===== src/rtl/mdu_arbiter_if.sv =====
// mdu_arbiter_if
//   Bundles every handshake and data signal of mdu_arbiter except clk/rst.
//   r0_* / r1_* : requester ports (request valid/ready, op, sign, a, b;
//                 result rvalid/rready, lo, hi, err)
//   core_*      : issue and result handshakes to the shared mul/div core
//   busy        : arbiter has an operation in flight
//   Modports: slave  = the arbiter
//             master = the environment (requesters and core)
interface mdu_arbiter_if;
  logic        r0_valid, r0_ready, r0_sign, r0_rvalid, r0_rready, r0_err;
  logic [1:0]  r0_op;
  logic [31:0] r0_a, r0_b, r0_lo, r0_hi;
  logic        r1_valid, r1_ready, r1_sign, r1_rvalid, r1_rready, r1_err;
  logic [1:0]  r1_op;
  logic [31:0] r1_a, r1_b, r1_lo, r1_hi;
  logic        core_valid, core_ready, core_sign, core_out_valid, core_out_ready;
  logic [1:0]  core_op;
  logic [31:0] core_a, core_b, core_lo, core_hi;
  logic        busy;

  modport slave (
    input  r0_valid, r0_op, r0_sign, r0_a, r0_b, r0_rready,
    output r0_ready, r0_rvalid, r0_lo, r0_hi, r0_err,
    input  r1_valid, r1_op, r1_sign, r1_a, r1_b, r1_rready,
    output r1_ready, r1_rvalid, r1_lo, r1_hi, r1_err,
    output core_valid, core_op, core_sign, core_a, core_b, core_out_ready,
    input  core_ready, core_out_valid, core_lo, core_hi,
    output busy
  );

  modport master (
    output r0_valid, r0_op, r0_sign, r0_a, r0_b, r0_rready,
    input  r0_ready, r0_rvalid, r0_lo, r0_hi, r0_err,
    output r1_valid, r1_op, r1_sign, r1_a, r1_b, r1_rready,
    input  r1_ready, r1_rvalid, r1_lo, r1_hi, r1_err,
    input  core_valid, core_op, core_sign, core_a, core_b, core_out_ready,
    output core_ready, core_out_valid, core_lo, core_hi,
    input  busy
  );
endinterface


===== src/rtl/mdu_arbiter.sv =====
// mdu_arbiter
//   Shares one iterative multiply/divide core between two requesters
//   (port 0: pipeline MDU issue, port 1: auxiliary master). One operation in
//   flight; the result goes back to the port that issued it.
// Ports:
//   clk       : clock, rising edge
//   rst       : asynchronous, active-low reset
//   bus       : mdu_arbiter_if.slave (requester ports, core ports, busy)
//   dbg_state : current FSM state (0 IDLE, 1 ISSUE, 2 WAIT, 3 RESP)
// Handshakes: every valid/ready pair transfers on a rising edge where both are
//   high; the sender holds valid and its payload stable until that edge.
// Optional feature: define MDU_ARB_WDOG_EN to add a WAIT-state watchdog that
//   answers with err=1 after WDOG_CYCLES cycles without a core result.
module mdu_arbiter #(
  parameter int PRIO_FIXED  = 0,
  parameter int WDOG_CYCLES = 64
) (
  input  logic        clk,
  input  logic        rst,
  mdu_arbiter_if.slave bus,
  output logic [1:0]  dbg_state
);

  typedef enum logic [1:0] {IDLE = 2'd0, ISSUE = 2'd1, WAIT = 2'd2, RESP = 2'd3} state_t;

  state_t      state, state_nxt;
  logic        last_grant, owner, grant, accept, sel_legal, owner_rready;
  logic        core_done, wdog_fire;
  logic [1:0]  sel_op;
  logic [1:0]  op_q;
  logic        sign_q;
  logic [31:0] a_q, b_q;
  logic [31:0] lo_q [2];
  logic [31:0] hi_q [2];
  logic        err_q [2];

  // Arbitration and handshake decode
  always_comb begin
    if (bus.r0_valid && bus.r1_valid)
      grant = (PRIO_FIXED != 0) ? 1'b0 : ~last_grant;
    else
      grant = ~bus.r0_valid;  // only port 1 can be asking (or nobody)
    // rst gating keeps ready low while reset is held
    accept       = rst && (state == IDLE) && (bus.r0_valid || bus.r1_valid);
    sel_op       = grant ? bus.r1_op : bus.r0_op;
    sel_legal    = (sel_op == 2'd1) || (sel_op == 2'd2);
    owner_rready = owner ? bus.r1_rready : bus.r0_rready;
    core_done    = (state == WAIT) && bus.core_out_valid;
  end

`ifdef MDU_ARB_WDOG_EN
  localparam int WDOG_W = 16;
  logic [WDOG_W-1:0] wdog_cnt;

  // Held at zero while issuing, so it starts from zero on WAIT entry.
  always_ff @(posedge clk or negedge rst) begin
    if (!rst)                wdog_cnt <= '0;
    else if (state == ISSUE) wdog_cnt <= '0;
    else if (state == WAIT)  wdog_cnt <= wdog_cnt + 1'b1;
  end

  assign wdog_fire = (state == WAIT) && !bus.core_out_valid &&
                     (wdog_cnt == WDOG_W'(WDOG_CYCLES - 1));
`else
  assign wdog_fire = 1'b0;
`endif

  // State register
  always_ff @(posedge clk or negedge rst) begin
    if (!rst) state <= IDLE;
    else      state <= state_nxt;
  end

  // Next-state logic
  always_comb begin
    state_nxt = state;
    case (state)
      IDLE:  if (accept) state_nxt = sel_legal ? ISSUE : RESP;
      ISSUE: if (bus.core_ready) state_nxt = WAIT;
      WAIT:  if (core_done || wdog_fire) state_nxt = RESP;
      RESP:  if (owner_rready) state_nxt = IDLE;
      default: state_nxt = IDLE;
    endcase
  end

  // Output decode
  always_comb begin
    bus.r0_ready       = accept && !grant;
    bus.r1_ready       = accept && grant;
    bus.core_valid     = (state == ISSUE);
    bus.core_out_ready = (state == WAIT);
    bus.r0_rvalid      = (state == RESP) && !owner;
    bus.r1_rvalid      = (state == RESP) && owner;
    bus.busy           = (state != IDLE);
    dbg_state          = state;
  end

  // Operand capture, ownership and per-port result registers
  always_ff @(posedge clk or negedge rst) begin
    if (!rst) begin
      op_q       <= 2'd0;
      sign_q     <= 1'b0;
      a_q        <= '0;
      b_q        <= '0;
      owner      <= 1'b0;
      last_grant <= 1'b1;
      for (int i = 0; i < 2; i++) begin
        lo_q[i]  <= '0;
        hi_q[i]  <= '0;
        err_q[i] <= 1'b0;
      end
    end else begin
      if (accept) begin
        op_q       <= sel_op;
        sign_q     <= grant ? bus.r1_sign : bus.r0_sign;
        a_q        <= grant ? bus.r1_a : bus.r0_a;
        b_q        <= grant ? bus.r1_b : bus.r0_b;
        owner      <= grant;
        last_grant <= grant;
        // Illegal op answers directly; the core never sees it.
        if (!sel_legal) begin
          lo_q[grant]  <= '0;
          hi_q[grant]  <= '0;
          err_q[grant] <= 1'b1;
        end
      end
      if (core_done) begin
        lo_q[owner]  <= bus.core_lo;
        hi_q[owner]  <= bus.core_hi;
        err_q[owner] <= 1'b0;
      end else if (wdog_fire) begin
        lo_q[owner]  <= '0;
        hi_q[owner]  <= '0;
        err_q[owner] <= 1'b1;
      end
    end
  end

  assign bus.core_op   = op_q;
  assign bus.core_sign = sign_q;
  assign bus.core_a    = a_q;
  assign bus.core_b    = b_q;
  assign bus.r0_lo     = lo_q[0];
  assign bus.r0_hi     = hi_q[0];
  assign bus.r0_err    = err_q[0];
  assign bus.r1_lo     = lo_q[1];
  assign bus.r1_hi     = hi_q[1];
  assign bus.r1_err    = err_q[1];

endmodule


===== src/flat_wrapper.sv =====
// flat-port wrapper written by rule: the top's interface ports become plain ports
module mdu_arbiter_flat 
#(
  parameter int PRIO_FIXED  = 0,
  parameter int WDOG_CYCLES = 64
)
  (clk, rst, dbg_state, bus_r0_valid, bus_r0_op, bus_r0_sign, bus_r0_a, bus_r0_b, bus_r0_rready, bus_r0_ready, bus_r0_rvalid, bus_r0_lo, bus_r0_hi, bus_r0_err, bus_r1_valid, bus_r1_op, bus_r1_sign, bus_r1_a, bus_r1_b, bus_r1_rready, bus_r1_ready, bus_r1_rvalid, bus_r1_lo, bus_r1_hi, bus_r1_err, bus_core_valid, bus_core_op, bus_core_sign, bus_core_a, bus_core_b, bus_core_out_ready, bus_core_ready, bus_core_out_valid, bus_core_lo, bus_core_hi, bus_busy);
  mdu_arbiter_if bus_i ();
  input  logic clk;
  input  logic rst;
  output logic [1:0] dbg_state;
  input wire logic [$bits(bus_i.r0_valid)-1:0] bus_r0_valid;
  input wire logic [$bits(bus_i.r0_op)-1:0] bus_r0_op;
  input wire logic [$bits(bus_i.r0_sign)-1:0] bus_r0_sign;
  input wire logic [$bits(bus_i.r0_a)-1:0] bus_r0_a;
  input wire logic [$bits(bus_i.r0_b)-1:0] bus_r0_b;
  input wire logic [$bits(bus_i.r0_rready)-1:0] bus_r0_rready;
  output wire logic [$bits(bus_i.r0_ready)-1:0] bus_r0_ready;
  output wire logic [$bits(bus_i.r0_rvalid)-1:0] bus_r0_rvalid;
  output wire logic [$bits(bus_i.r0_lo)-1:0] bus_r0_lo;
  output wire logic [$bits(bus_i.r0_hi)-1:0] bus_r0_hi;
  output wire logic [$bits(bus_i.r0_err)-1:0] bus_r0_err;
  input wire logic [$bits(bus_i.r1_valid)-1:0] bus_r1_valid;
  input wire logic [$bits(bus_i.r1_op)-1:0] bus_r1_op;
  input wire logic [$bits(bus_i.r1_sign)-1:0] bus_r1_sign;
  input wire logic [$bits(bus_i.r1_a)-1:0] bus_r1_a;
  input wire logic [$bits(bus_i.r1_b)-1:0] bus_r1_b;
  input wire logic [$bits(bus_i.r1_rready)-1:0] bus_r1_rready;
  output wire logic [$bits(bus_i.r1_ready)-1:0] bus_r1_ready;
  output wire logic [$bits(bus_i.r1_rvalid)-1:0] bus_r1_rvalid;
  output wire logic [$bits(bus_i.r1_lo)-1:0] bus_r1_lo;
  output wire logic [$bits(bus_i.r1_hi)-1:0] bus_r1_hi;
  output wire logic [$bits(bus_i.r1_err)-1:0] bus_r1_err;
  output wire logic [$bits(bus_i.core_valid)-1:0] bus_core_valid;
  output wire logic [$bits(bus_i.core_op)-1:0] bus_core_op;
  output wire logic [$bits(bus_i.core_sign)-1:0] bus_core_sign;
  output wire logic [$bits(bus_i.core_a)-1:0] bus_core_a;
  output wire logic [$bits(bus_i.core_b)-1:0] bus_core_b;
  output wire logic [$bits(bus_i.core_out_ready)-1:0] bus_core_out_ready;
  input wire logic [$bits(bus_i.core_ready)-1:0] bus_core_ready;
  input wire logic [$bits(bus_i.core_out_valid)-1:0] bus_core_out_valid;
  input wire logic [$bits(bus_i.core_lo)-1:0] bus_core_lo;
  input wire logic [$bits(bus_i.core_hi)-1:0] bus_core_hi;
  output wire logic [$bits(bus_i.busy)-1:0] bus_busy;
  assign bus_i.r0_valid = bus_r0_valid;
  assign bus_i.r0_op = bus_r0_op;
  assign bus_i.r0_sign = bus_r0_sign;
  assign bus_i.r0_a = bus_r0_a;
  assign bus_i.r0_b = bus_r0_b;
  assign bus_i.r0_rready = bus_r0_rready;
  assign bus_r0_ready = bus_i.r0_ready;
  assign bus_r0_rvalid = bus_i.r0_rvalid;
  assign bus_r0_lo = bus_i.r0_lo;
  assign bus_r0_hi = bus_i.r0_hi;
  assign bus_r0_err = bus_i.r0_err;
  assign bus_i.r1_valid = bus_r1_valid;
  assign bus_i.r1_op = bus_r1_op;
  assign bus_i.r1_sign = bus_r1_sign;
  assign bus_i.r1_a = bus_r1_a;
  assign bus_i.r1_b = bus_r1_b;
  assign bus_i.r1_rready = bus_r1_rready;
  assign bus_r1_ready = bus_i.r1_ready;
  assign bus_r1_rvalid = bus_i.r1_rvalid;
  assign bus_r1_lo = bus_i.r1_lo;
  assign bus_r1_hi = bus_i.r1_hi;
  assign bus_r1_err = bus_i.r1_err;
  assign bus_core_valid = bus_i.core_valid;
  assign bus_core_op = bus_i.core_op;
  assign bus_core_sign = bus_i.core_sign;
  assign bus_core_a = bus_i.core_a;
  assign bus_core_b = bus_i.core_b;
  assign bus_core_out_ready = bus_i.core_out_ready;
  assign bus_i.core_ready = bus_core_ready;
  assign bus_i.core_out_valid = bus_core_out_valid;
  assign bus_i.core_lo = bus_core_lo;
  assign bus_i.core_hi = bus_core_hi;
  assign bus_busy = bus_i.busy;
  mdu_arbiter #(.PRIO_FIXED(PRIO_FIXED), .WDOG_CYCLES(WDOG_CYCLES)) u_core (.clk(clk), .rst(rst), .bus(bus_i), .dbg_state(dbg_state));
endmodule

===== config.mk =====
export PLATFORM = sky130hd
export DESIGN_NAME = mdu_arbiter_flat
export DESIGN_NICKNAME = d
export VERILOG_FILES = /design/src/rtl/mdu_arbiter_if.sv /design/src/rtl/mdu_arbiter.sv /design/src/flat_wrapper.sv
export SDC_FILE = /design/constraint.sdc
export NUM_CORES = 1
export LEC_CHECK = 0
export CORE_AREA = 2 2 161 163
export DETAILED_ROUTE_END_ITERATION = 8
export DIE_AREA = 0 0 163 165
export GPL_ROUTABILITY_DRIVEN = 0
export PLACE_DENSITY = 0.77
export SLEW_MARGIN = 20
export SYNTH_ARGS = -nofsm -noshare
export SYNTH_HDL_FRONTEND = slang
export SYNTH_SLANG_ARGS = --single-unit
export TNS_END_PERCENT = 1

===== constraint.sdc =====
create_clock -name clk -period 2.62 [get_ports clk]
set_input_delay 0.393 -clock clk [delete_from_list [all_inputs] [get_ports clk]]
set_output_delay 0.393 -clock clk [all_outputs]
set_load 0.01 [all_outputs]

==> impl_metrics.toml, run 1 <==
[outcome]
status = "completed"

[sta]
rsz0062_at_grt = "no"
final-setup-viol-count = 0
fin_crit_ns = 2.54
slew_violations = 0
finalHoldViolations = 0
fin_tns_setup_ns = 0
finalClockSkew_ns = 0.00603
tightest_slew_ns = 0.847
timing.fmax_mhz = 394
fin_crit_sh = 0.969
relSlewSlack = 0.436

[logic_synthesis]
netlist_instances = 699
synthFlopType = "dfrtp_1"
yosysMostFrequentCell = "dfrtp_1"
netlist_area_mm2 = 0.00797
yosys_warnings = 0
ys_seq_elements = 201
synth.largest_area_cell = "dfrtp_1"
async_flop_share = 1.00
ys_seq_area_frac = 0.631
synth_area_per_cell_um2 = 11.4
synth_top_cell_area_share = 0.628
synth_cell_types = 28
yosys-top-cells-count = "200 x dfrtp_1, 135 x nand2_1, 71 x inv_1"
synth_edf_count = 0
ys_top_cells_by_area = "dfrtp_1 63%, a222oi_1 8.2%, a22o_1 7.0%, nand2_1 6.4%, a21oi_1 4.2%"
syn_nets = 910

[drt]
routed_wl_um = 29900
vias_per_cell = 5.08
antenna_left = 0
avgRoutedWirePerCell_um = 20.6
dr.pass1.iters = 9
drcViolationCount = 0
vias = 7367
first_iter_violations = 915

[floorplan]
fp.dieH_um = 165
die_area_mm2 = 0.0269
die_width_um = 163
start_util = 0.318
io_pins = 412
rows = 58
core-area_mm2 = 0.0250

[grt]
grt_antenna_before_repair = 6
grtUsageMet1 = 0.248
grt_use_met3 = 0.0731
first_global_vias = 7593
grt_most_used_layer = "met2"
track_usage = 0.214
met2_usage = 0.364
grt-ovfl-total = 0
grt_pass1_wl_um = 44400
grt_max_degree = 68

[clock_tree]
h-tree-depth = 1
cts_buffers = 23
clockBufferDepth = 3
clock-sinks = 201
clock-root-buffer = "clkbuf_16"
clock_latency_ns = 0.50
clkSlewWorstSetupHoldPaths_ns = 0.06
cts_tree = "done"

[critical_path]
path_max_fanout = 32
required_ns = 2.23
end_kind = "output port"
worstReg2RegStart = "u_core.dbg_state[0]"
critPathArrivalTime_ns = 2.15
cp-startpoint = "rst"
startpoint_type = "primary input"
path_class = "primary input to output port"

[layout]
drive_above_1_share = 0.0610
area.growth.synth_to_final_pct = 65.3
fin_area_mm2 = 0.0132
nNetsFinal = 1311

[pwr]
power.total_mw = 15.1
power_density_mw_per_mm2 = 1140
ir_worst_vdd_mv = 0.611
p_leak_nw = 6.00

[run]
maxCapViolations = 0

[hold_path]
hold_class = "primary input to async pin"

[placement]
port_buffers = 411
dp_hpwl_um = 21500
placed_area_mm2 = 0.0124
[cells by family (layout without fill, tap and decap cells)]
kind of cell,count (synthesis),after routing,share of synthesized area
AO/OA/AOI/OAI,210,210,0.207
XOR/XNOR,2,2,0.00220
adder cells (fa/ha/maj),5,5,0.00785
buffers and inverters,128,543,0.0723
flip-flops,201,201,0.631
multiplexers,4,4,0.00502
other,0,5,0
AND/OR/NAND/NOR,149,149,0.0748
[critical path, cell delays in order]
cell             delay [ns]
dlygate4sd3_1          0.57
clkbuf_8               0.30
and4_4                 0.32
clkdlybuf4s50_1        0.55
[final timing paths]
| path | cells past startpoint | end | slack [ns] |
|---|---|---|---|
| max | 4 | bus_r0_ready | 0.08 |
| min | 2 | u_core.bus.core_op[1] | 0.39 |
| max reg2reg | 7 | u_core.bus.core_a[16] | 0.36 |
| min reg2reg | 2 | u_core.bus.core_op[0] | 0.48 |
| max in group asynchronous | 4 | u_core.bus.core_b[10] | 0.62 |
| min in group clk | 3 | u_core.bus.r1_lo[8] | 0.47 |
[cell usage in the layout, fill, tap and decap left out, drive strengths merged, types with 4 or more instances in the layout]
| cell | n |
|---|---|
| and3 | 5 |
| inv | 71 |
| a21oi | 68 |
| a22o | 64 |
| o21ai | 4 |
| nand2 | 135 |
| diode | 5 |
| mux2i | 4 |
| clkdlybuf4s50 | 409 |
| buf | 21 |
| clkinv | 7 |
| ha | 5 |
| a222oi | 65 |
| clkbuf | 30 |
| dfrtp | 200 |
[registers in the layout, indices dropped and copies added (netlist names)]
| name | flops |
|---|---|
| u_core.bus.core_a | 32 |
| u_core.bus.core_b | 32 |
| u_core.bus.core_op | 2 |
| u_core.bus.core_sign | 1 |
| u_core.bus.r0_err | 1 |
| u_core.bus.r0_hi | 32 |
| u_core.bus.r0_lo | 32 |
| u_core.bus.r1_err | 1 |
| u_core.bus.r1_hi | 32 |
| u_core.bus.r1_lo | 32 |
| u_core.dbg_state | 2 |
| u_core.last_grant | 1 |
| u_core.owner | 1 |
[cell type report]
class	instances	area [um2]
multi-input cells	370	2390
clock buffers	29	628
inverters	71	267
diodes	5	12.5
flip-flops and latches	201	5030
repair buffers	433	4330
clock inverters	10	110
fillers	2168	11900
well taps	330	413
[routing by layer]
metal	wire length [um]	vias to the layer above
met5	13	-
met2	14500	370
li1	-	3310
met1	11300	3624
met4	1050	2
met3	3060	61
[per-stage QoR]
stage,util,instances,hold WS (ns),worst slack [ns]
2_1_floorplan,-,699,0.0974,0.773
3_3_place_gp,0.496,1403,0.309,0.310
3_5_place_dp,0.496,1403,0.308,0.268
4_1_cts,0.526,1444,0.350,0.00609
5_1_grt,0.526,1449,0.381,0.0188
6_report,0.526,1449,0.394,0.0809
[where the power goes]
| group | internal, mW | total [mW] | switching, mW |
|---|---|---|---|
| registers | 4.48 | 5.32 | 0.837 |
| clock network | 1.89 | 3.16 | 1.28 |
| logic | 3.74 | 6.58 | 2.84 |
[repair_timing]
action | CTS | global route
pin swaps | 1 | 0
setup buffers | 1 | 0
hold buffers | 1 | 0
hold endpoints to repair | 27 | 0
cloned | 0 | 0
gates resized for setup | 1 | 1
setup endpoints to repair | 2 | 1
Power figures use the tool's default switching activity.
==> run 2: changes to the inputs <==
--- a/config.mk
+++ b/config.mk
@@ -5,11 +5,12 @@
 export SDC_FILE = /design/constraint.sdc
 export NUM_CORES = 1
 export LEC_CHECK = 0
-export CORE_AREA = 2 2 161 163
+export ABC_AREA = 1
+export CORE_AREA = 2 2 158 160
 export DETAILED_ROUTE_END_ITERATION = 8
-export DIE_AREA = 0 0 163 165
+export DIE_AREA = 0 0 160 162
 export GPL_ROUTABILITY_DRIVEN = 0
-export PLACE_DENSITY = 0.77
+export PLACE_DENSITY = 0.84
 export SLEW_MARGIN = 20
 export SYNTH_ARGS = -nofsm -noshare
 export SYNTH_HDL_FRONTEND = slang
==> run 2 against run 1 <==
  * Total power is 6.4% higher
  * Design area is 9.4% higher
  * Critical path type is now flop to output port
  * Die area is 3.6% lower
==> impl_metrics.toml, run 2 <==
[outcome]
status = "completed"

[logic_synthesis]
netlist_area_mm2 = 0.00920
synthFlopType = "dfrtp_1"
yosys_warnings = 0
netlist_instances = 1236
synth_edf_count = 0
ys_seq_elements = 201
ys_top_cells_by_area = "dfrtp_1 54%, nand2_1 27%, inv_1 5.8%, nand3_1 3.9%, nor2_1 2.9%"
async_flop_share = 1.00
yosysMostFrequentCell = "nand2_1"
syn_nets = 1447
ys_seq_area_frac = 0.547
yosys-top-cells-count = "665 x nand2_1, 200 x dfrtp_1, 143 x inv_1"
synth_top_cell_area_share = 0.544
synth.largest_area_cell = "dfrtp_1"
synth_area_per_cell_um2 = 7.45
synth_cell_types = 20

[pwr]
p_leak_nw = 7.43
ir_worst_vdd_mv = 0.550
p_int_mw = 10.4
p_sw_frac = 0.353
power_density_mw_per_mm2 = 1110
pwr-share-clk = 0.203
p_sw_mw = 5.66
seqPwrFrac = 0.332
pwr-share-comb = 0.464
power.total_mw = 16.0

[drt]
first_iter_violations = 698
antenna_left = 0
avgRoutedWirePerCell_um = 15.3
dr.pass1.iters = 5
vias = 9183
routed_wl_um = 30100
drcViolationCount = 0
vias_per_cell = 4.66

[clock_tree]
clock-root-buffer = "clkbuf_16"
cts_tree = "done"
clock_latency_ns = 0.50
clkSlewWorstSetupHoldPaths_ns = 0.06
cts_buffers = 22
clockBufferDepth = 3
h-tree-depth = 1
clock-sinks = 201

[layout]
layout_common_cells = "664 x nand2_1, 409 x clkdlybuf4s50_1, 200 x dfrtp_1, 141 x inv_1, 70 x nand3_1"
drive_above_1_share = 0.0414
area.growth.synth_to_final_pct = 56.6
nNetsFinal = 1838
final_common_cell = "nand2_1"
fin_area_mm2 = 0.0144

[grt]
grt_pass1_wl_um = 47300
first_global_vias = 9059
grt-ovfl-total = 0
grt_antenna_before_repair = 4
track_usage = 0.226
grt_max_degree = 121

[critical_path]
rr_worst_depth = 9
path_max_fanout = 4
end_kind = "output port"
path_class = "flop to output port"
timing.rr.end = "u_core.bus.core_a[19]"
ff2ff_setup_slack_ns = 0.55
startpoint_type = "flop"
worstReg2RegStart = "u_core.dbg_state[1]"
critPathArrivalTime_ns = 2.04
required_ns = 2.23

[sta]
timing.fmax_mhz = 411
finalClockSkew_ns = 0.00686
whs_ns = 0.320
rsz0062_at_grt = "no"
fin_crit_ns = 2.43
relSlewSlack = 0.357
tightest_slew_ns = 0.965
finalHoldViolations = 0
final-setup-viol-count = 0
fin_crit_sh = 0.929
fin_tns_setup_ns = 0
slew_violations = 0

[run]
maxCapViolations = 0

[placement]
port_buffers = 411
dp_hpwl_um = 21400
placed_area_mm2 = 0.0136

[floorplan]
io_pins = 412
start_util = 0.382
fp.dieH_um = 162
die_area_mm2 = 0.0259
core-area_mm2 = 0.0241
die_width_um = 160
rows = 57

[hold_path]
hold_class = "primary input to async pin"
[run 2: cell types whose count changed after synthesis, sizes merged, moves of 5 or more]
cell,previous run,this run
a21oi,68,3
inv,71,146
nor2,3,72
a222oi,65,0
and3,5,0
nand3,2,72
a22o,64,0
buf,27,32
nand2,135,667
[run 2: power by group through the flow]
| stage | Sequential, mW | Combinational [mW] | Clock (mW) |
|---|---|---|---|
| 3_5_place_dp | 5.33 | 7.44 | 0 |
| 6_report | 5.33 | 7.44 | 3.26 |
| 4_1_cts | 5.32 | 7.51 | 3.33 |
| 2_1_floorplan | 5.91 | 2.68 | 0 |
| 3_3_place_gp | 5.29 | 7.23 | 0 |
| 5_1_grt | 5.49 | 8.15 | 3.45 |
[run 2: area by class of cell]
cell class	count	area (um2)
fill	2048	9690
clock buffer	32	649
tap	324	405
clock inverter	7	110
antenna	3	7.51
inverter	146	548
sequential	201	5030
timing repair buffer	429	4350
multi-input combinational	827	3310
[run 2: cell families (layout without fill, tap and decap cells)]
| logic type | Yosys count | count (layout) | share of synthesized area |
|---|---|---|---|
| and+or+nand+nor | 813 | 813 | 0.344 |
| buffers and inverters | 208 | 614 | 0.0972 |
| AOI/OAI and AO/OA | 9 | 9 | 0.00489 |
| DFF | 201 | 201 | 0.547 |
| other | 0 | 3 | 0 |
| adders and majority gates | 5 | 5 | 0.00680 |
[run 2: what timing repair did]
action                                  4_1_cts  5_1_grt
setup buffers                                 1        0
hold buffers                                  1        0
gates resized for setup                       5        0
endpoints found under the setup margin        1        0
endpoints found under the hold margin         7        0
[run 2: layer usage]
| layer | global-route usage | up-vias | part of all wire |
|---|---|---|---|
| li1 | - | 4420 | - |
| met1 | 0.255 | 4266 | 0.37 |
| met2 | 0.403 | 421 | 0.51 |
| met3 | 0.0603 | 74 | 0.085 |
| met4 | 0.0962 | 2 | 0.039 |
| met5 | 0 | - | 0.00040 |
[run 2: critical path: stages, from the launching register on]
cell and delay, ns:
dfrtp_1 0.42, inv_2 0.10, ha_2 0.21, nand2_2 0.09, nor2_4 0.14, clkdlybuf4s50_1 0.57
[run 2: how the worst max path moves through the flow]
stage	start	cells after the start	endpoint	slack [ns]
2_1_floorplan	u_core.dbg_state[0]	9	u_core.bus.r0_hi[17]	0.88
6_report	u_core.dbg_state[1]	5	bus_r0_ready	0.19
4_1_cts	u_core.dbg_state[1]	5	bus_r0_ready	0.15
5_1_grt	u_core.dbg_state[1]	5	bus_r0_ready	0.08
3_5_place_dp	bus_r0_valid	6	bus_r1_ready	0.28
3_3_place_gp	bus_r0_valid	6	bus_r1_ready	0.32
[run 2: through the flow]
step	setup slack, ns	utilization	cells
final	0.187	0.598	1969
after global routing	0.0765	0.598	1969
after CTS	0.148	0.598	1966
after detailed placement	0.278	0.565	1925
after global placement	0.318	0.565	1925
after floorplan	0.876	-	1236
==> run 3: changes to the inputs <==
--- a/config.mk
+++ b/config.mk
@@ -6,6 +6,7 @@
 export NUM_CORES = 1
 export LEC_CHECK = 0
 export ABC_AREA = 1
+export ABC_CLOCK_PERIOD_IN_PS = 2620
 export CORE_AREA = 2 2 158 160
 export DETAILED_ROUTE_END_ITERATION = 8
 export DIE_AREA = 0 0 160 162
@@ -15,4 +16,3 @@
 export SYNTH_ARGS = -nofsm -noshare
 export SYNTH_HDL_FRONTEND = slang
 export SYNTH_SLANG_ARGS = --single-unit
-export TNS_END_PERCENT = 1
==> results of run 3 <==
No change in the layout: final DEF, timing and power equal those of run 2.
